<file path="src/rtl/serial_frame_feeder.sv">
// Parallel-to-serial frame feeder: MSB-first bit stream with frame markers and an idle gap.
// Optional even-parity trailer bit enabled by defining SERIAL_FEEDER_PARITY_EN.
module serial_frame_feeder #(
    parameter int WIDTH = 8,
    parameter int GAP   = 1
) (
    input  logic             clk,
    input  logic             rst,
    input  logic [WIDTH-1:0] in_data,
    input  logic             in_valid,
    output logic             in_ready,
    output logic             bit_out,
    output logic             bit_valid,
    output logic             frame_start,
    output logic             frame_last,
    output logic             busy
);

`ifdef SERIAL_FEEDER_PARITY_EN
    localparam int FLEN = WIDTH + 1;
`else
    localparam int FLEN = WIDTH;
`endif
    localparam int CW = $clog2(FLEN + 1);

    typedef enum logic [1:0] {
        S_IDLE,
        S_SHIFT,
        S_GAP
    } state_t;

    state_t          state, state_nxt;
    logic [FLEN-1:0] sreg, sreg_nxt;
    logic [CW-1:0]   bit_cnt, bit_cnt_nxt;
    logic [3:0]      gap_cnt, gap_cnt_nxt;
    logic            bit_out_nxt, bit_valid_nxt, frame_start_nxt, frame_last_nxt;
    logic [FLEN-1:0] load_word;
    logic            final_bit;
    logic            xfer;

`ifdef SERIAL_FEEDER_PARITY_EN
    assign load_word = {in_data, ^in_data};
`else
    assign load_word = in_data;
`endif

    // bit_cnt indexes the bit currently on bit_out
    assign final_bit = (state == S_SHIFT) && (bit_cnt == CW'(FLEN - 1));
    assign in_ready  = !rst && ((state == S_IDLE) || (final_bit && (GAP == 0)));
    assign xfer      = in_valid && in_ready;
    assign busy      = (state != S_IDLE);

    always_comb begin
        state_nxt       = state;
        sreg_nxt        = sreg;
        bit_cnt_nxt     = bit_cnt;
        gap_cnt_nxt     = gap_cnt;
        bit_out_nxt     = 1'b0;
        bit_valid_nxt   = 1'b0;
        frame_start_nxt = 1'b0;
        frame_last_nxt  = 1'b0;
        if (xfer) begin
            state_nxt       = S_SHIFT;
            bit_out_nxt     = load_word[FLEN-1];
            sreg_nxt        = load_word << 1;
            bit_cnt_nxt     = '0;
            bit_valid_nxt   = 1'b1;
            frame_start_nxt = 1'b1;
            frame_last_nxt  = (FLEN == 1);
        end else begin
            case (state)
                S_SHIFT: begin
                    if (final_bit) begin
                        state_nxt   = (GAP > 0) ? S_GAP : S_IDLE;
                        gap_cnt_nxt = '0;
                        sreg_nxt    = '0;
                        bit_cnt_nxt = '0;
                    end else begin
                        bit_out_nxt    = sreg[FLEN-1];
                        sreg_nxt       = sreg << 1;
                        bit_cnt_nxt    = bit_cnt + CW'(1);
                        bit_valid_nxt  = 1'b1;
                        frame_last_nxt = ((bit_cnt + CW'(1)) == CW'(FLEN - 1));
                    end
                end
                S_GAP: begin
                    if (gap_cnt == 4'(GAP - 1)) begin
                        state_nxt   = S_IDLE;
                        gap_cnt_nxt = '0;
                    end else begin
                        gap_cnt_nxt = gap_cnt + 4'd1;
                    end
                end
                default: begin
                    state_nxt = S_IDLE;
                end
            endcase
        end
    end

    always_ff @(posedge clk or posedge rst) begin
        if (rst) begin
            state       <= S_IDLE;
            sreg        <= '0;
            bit_cnt     <= '0;
            gap_cnt     <= '0;
            bit_out     <= 1'b0;
            bit_valid   <= 1'b0;
            frame_start <= 1'b0;
            frame_last  <= 1'b0;
        end else begin
            state       <= state_nxt;
            sreg        <= sreg_nxt;
            bit_cnt     <= bit_cnt_nxt;
            gap_cnt     <= gap_cnt_nxt;
            bit_out     <= bit_out_nxt;
            bit_valid   <= bit_valid_nxt;
            frame_start <= frame_start_nxt;
            frame_last  <= frame_last_nxt;
        end
    end

endmodule

</file>
<file path="config.mk">
export PLATFORM = sky130hd
export DESIGN_NAME = serial_frame_feeder
export DESIGN_NICKNAME = d
export VERILOG_FILES = /design/src/rtl/serial_frame_feeder.sv
export SDC_FILE = /design/constraint.sdc
export NUM_CORES = 1
export LEC_CHECK = 0
export CAP_MARGIN = 20
export CORE_UTILIZATION = 52
export DETAILED_ROUTE_END_ITERATION = 8
export HOLD_SLACK_MARGIN = 0.08
export MAX_ROUTING_LAYER = met4
export PLACE_DENSITY = 0.77
export SETUP_SLACK_MARGIN = 0.2
export SYNTH_ARGS = -nofsm -noshare
export SYNTH_HDL_FRONTEND = slang
export SYNTH_SLANG_ARGS = --single-unit
</file>
<file path="constraint.sdc">
create_clock -name clk -period 1.5 [get_ports clk]
set_input_delay 0.45 -clock clk [delete_from_list [all_inputs] [get_ports clk]]
set_output_delay 0.45 -clock clk [all_outputs]
set_load 0.005 [all_outputs]
</file>
==> results.ini <==
[run_status]
status = complete, but fails checks
failed_checks = negative setup slack

[sta]
worst_pin_slew_ps = 254
finalCriticalPeriod_ps = 1640
final.period_utilization = 1.09
setup-tns-final_ps = -219
drv_slew = 0
clock.fmax_ghz = 0.611
finalWorstSetupSlack_ps = -136
max_slew_margin = 0.830
clock-skew-final_ps = 4.79
grt_setup_unrepaired = yes
setup_violations = 3
hold_viol = 0

[cells_and_area]
insertedDiodeCount = 0
syn_to_final_growth_pct = 64.7
final_common_cell = dfrtp_1
drive_gt1_frac = 0.525
layout_common_cells = dfrtp_1, buf_4, clkdlybuf4s50_1
nNetsFinal = 179

[cts]
path_clk_slew_ps = 120
clock-root-buffer = clkbuf_4
cts_tree = done
numCtsBuffers = 3
h-tree-depth = 1
clk_path_buf_depth = 2
cts_sinks = 21
clock_latency_ps = 310

[global_route]
grt_pass1_vias = 937
grt_pass1_wl_um = 4510
antenna_found_initial = 0
grt_max_degree = 22
grt_usage = 0.297
grt_overflow = 0

[die]
core_um2 = 1980
io-pin-count = 17
die-area_um2 = 2320
die_w_um = 48.2
dieHeight_um = 48.2
start_util = 0.559
num_rows = 16

[setup_path]
slowest_stage = dfrtp_1
arrival_ps = 1190
rr_worst_depth = 7
r2r-end = gap_cnt[2]
cpPeakStageDelay_ps = 420
critical_path_class = reg -> out
cp_cell_sequence = inv_2, ha_4, inv_2, nor2_1, buf_2
worst-path-max-fanout = 2
reg2reg_from = state[1]
path_common_cell = inv_2
required_ps = 1050
cp-end-kind = output port
worstSetupStartpointType = flip-flop
reg2reg_slack_ps = -10

[synth]
synth_compound_gate_area_share = 0.144
yosysTopAreaCell = dfrtp_1
synth-xor-area-share = 0.0237
synth-adder-area-share = 0.0790
synth_top_family_by_area = simple AND/OR/NAND/NOR gates
synthTopCellsByArea = dfrtp_1, ha_1, a21oi_1
seq_area_frac_synth = 0.474
avgSynthCellArea_um2 = 9.47
synthSimpleGateAreaFrac = 0.183
synthMuxAreaShare = 0.0181
syn_nets = 135
synth_top_area_share = 0.474
yosys_warnings = 0
synth.distinct_cells = 28
syn-cell-area_um2 = 1110
ys_ff_latch = 21
syn_inst = 117

[routing]
routed_wirelength_um = 3710
ant_nets = 0
viasPerCell = 5.87
drt_iter0_markers = 33
dr.pass1.iters = 4
drc_errors = 0
vias = 1097
wl_per_cell_um = 19.8

[pwr]
p_int_mw = 1.09
ir_drop_mv = 0.817
power.share.clock = 0.172
pwr_density_cell_nw_per_um2 = 921
sw_frac_of_total = 0.353
combPwrFrac = 0.384
seqPwrFrac = 0.444
power_leakage_nw = 0.858
switchingPower_mw = 0.593

[placement]
hpwlAfterDp_um = 1660
place.port_buffers = 16
place_ws_ps = -426
gp_congestion = 0.814

[min_path]
hold_path_class = in -> async

[run]
drv_cap = 0

per-stage QoR:
stage               cells  power [mW]  hold WS (ps)  instance area (um^2)   util
global placement      168        1.08           508                  1400  0.704
detailed placement    168        1.10           535                  1400  0.704
floorplan             117       0.933           427                  1110      -
finish                187        1.68           443                  1830  0.921
CTS                   180        1.46           420                  1580  0.795
global route          187        1.75           452                  1830  0.921
cells by family after synthesis:
family	after synthesis
compound gates	27
simple gates	38
fa+ha+maj	7
flops	21
buf+inv	19
xor+xnor	3
mux	2
state kept, by name, summed over array words and instances (netlist names):
name / flops
sreg: 7
bit_cnt: 4
gap_cnt: 4
state: 2
bit_out: 1
bit_valid: 1
frame_last: 1
frame_start: 1
synth_stat cells:
| cell | n |
|---|---|
| a21o_1 | 1 |
| a21oi_1 | 15 |
| a221oi_1 | 2 |
| a22oi_1 | 1 |
| a31oi_1 | 2 |
| and3b_1 | 1 |
| buf_2 | 3 |
| buf_4 | 1 |
| buf_6 | 1 |
| clkbuf_1 | 1 |
| dfrtp_1 | 21 |
| ha_1 | 7 |
| inv_1 | 13 |
| mux2i_1 | 2 |
| nand2_1 | 10 |
| nand2b_1 | 1 |
| nand3_1 | 12 |
| nand3b_2 | 1 |
| nand3b_4 | 1 |
| nor2_1 | 9 |
| nor2b_1 | 1 |
| nor3b_1 | 1 |
| o2111ai_1 | 1 |
| o21ai_0 | 2 |
| o22ai_1 | 2 |
| o41ai_1 | 1 |
| or3b_4 | 1 |
| xor2_1 | 3 |
per-layer routing:
layer | track usage | wire (um) | share of wire | vias to the layer above
li1 | - | - | - | 485
met1 | 0.385 | 1620 | 0.44 | 568
met2 | 0.475 | 1900 | 0.51 | 36
met3 | 0.0519 | 138 | 0.037 | 8
met4 | 0.0833 | 46 | 0.012 | 0
met5 | - | 0 | 0 | -
power by group through the flow:
stage | Combinational (mW) | Sequential [mW] | Clock, mW
3_5_place_dp | 0.372 | 0.730 | 0
2_1_floorplan | 0.217 | 0.716 | 0
4_1_cts | 0.463 | 0.715 | 0.281
5_1_grt | 0.687 | 0.755 | 0.309
3_3_place_gp | 0.353 | 0.725 | 0
6_report | 0.645 | 0.747 | 0.289
worst max path at each step:
stage                           from          to  cells past startpoint
after floorplan           gap_cnt[0]  gap_cnt[0]                      5
after global placement           rst    in_ready                      3
after detailed placement         rst    in_ready                      3
after CTS                   state[1]    in_ready                      5
after global routing        state[1]    in_ready                      5
final                       state[0]    in_ready                      5
area by class of cell:
type                       instances  area (um^2)
clock buffer                       4         26.3
fill                              68          156
inverter                          13         56.3
multi-input combinational         77          768
sequential                        21          526
tap                               27         33.8
timing repair buffer              45          415
repair_timing:
item,in CTS,in global routing
hold buffers,0,0
cloned,1,1
resized for setup,54,47
buffers inserted,7,6
hold endpoints to repair,0,0
endpoints found under the setup margin,25,21
pin swaps,6,18
worst max-delay path: cells and delay by family, from the launching register on:
kind          cells  cell delay, ps
simple gates      1              60
fa+ha+maj         1             140
flops             1             420
buf+inv           3             240
Power figures use the tool's default switching activity.
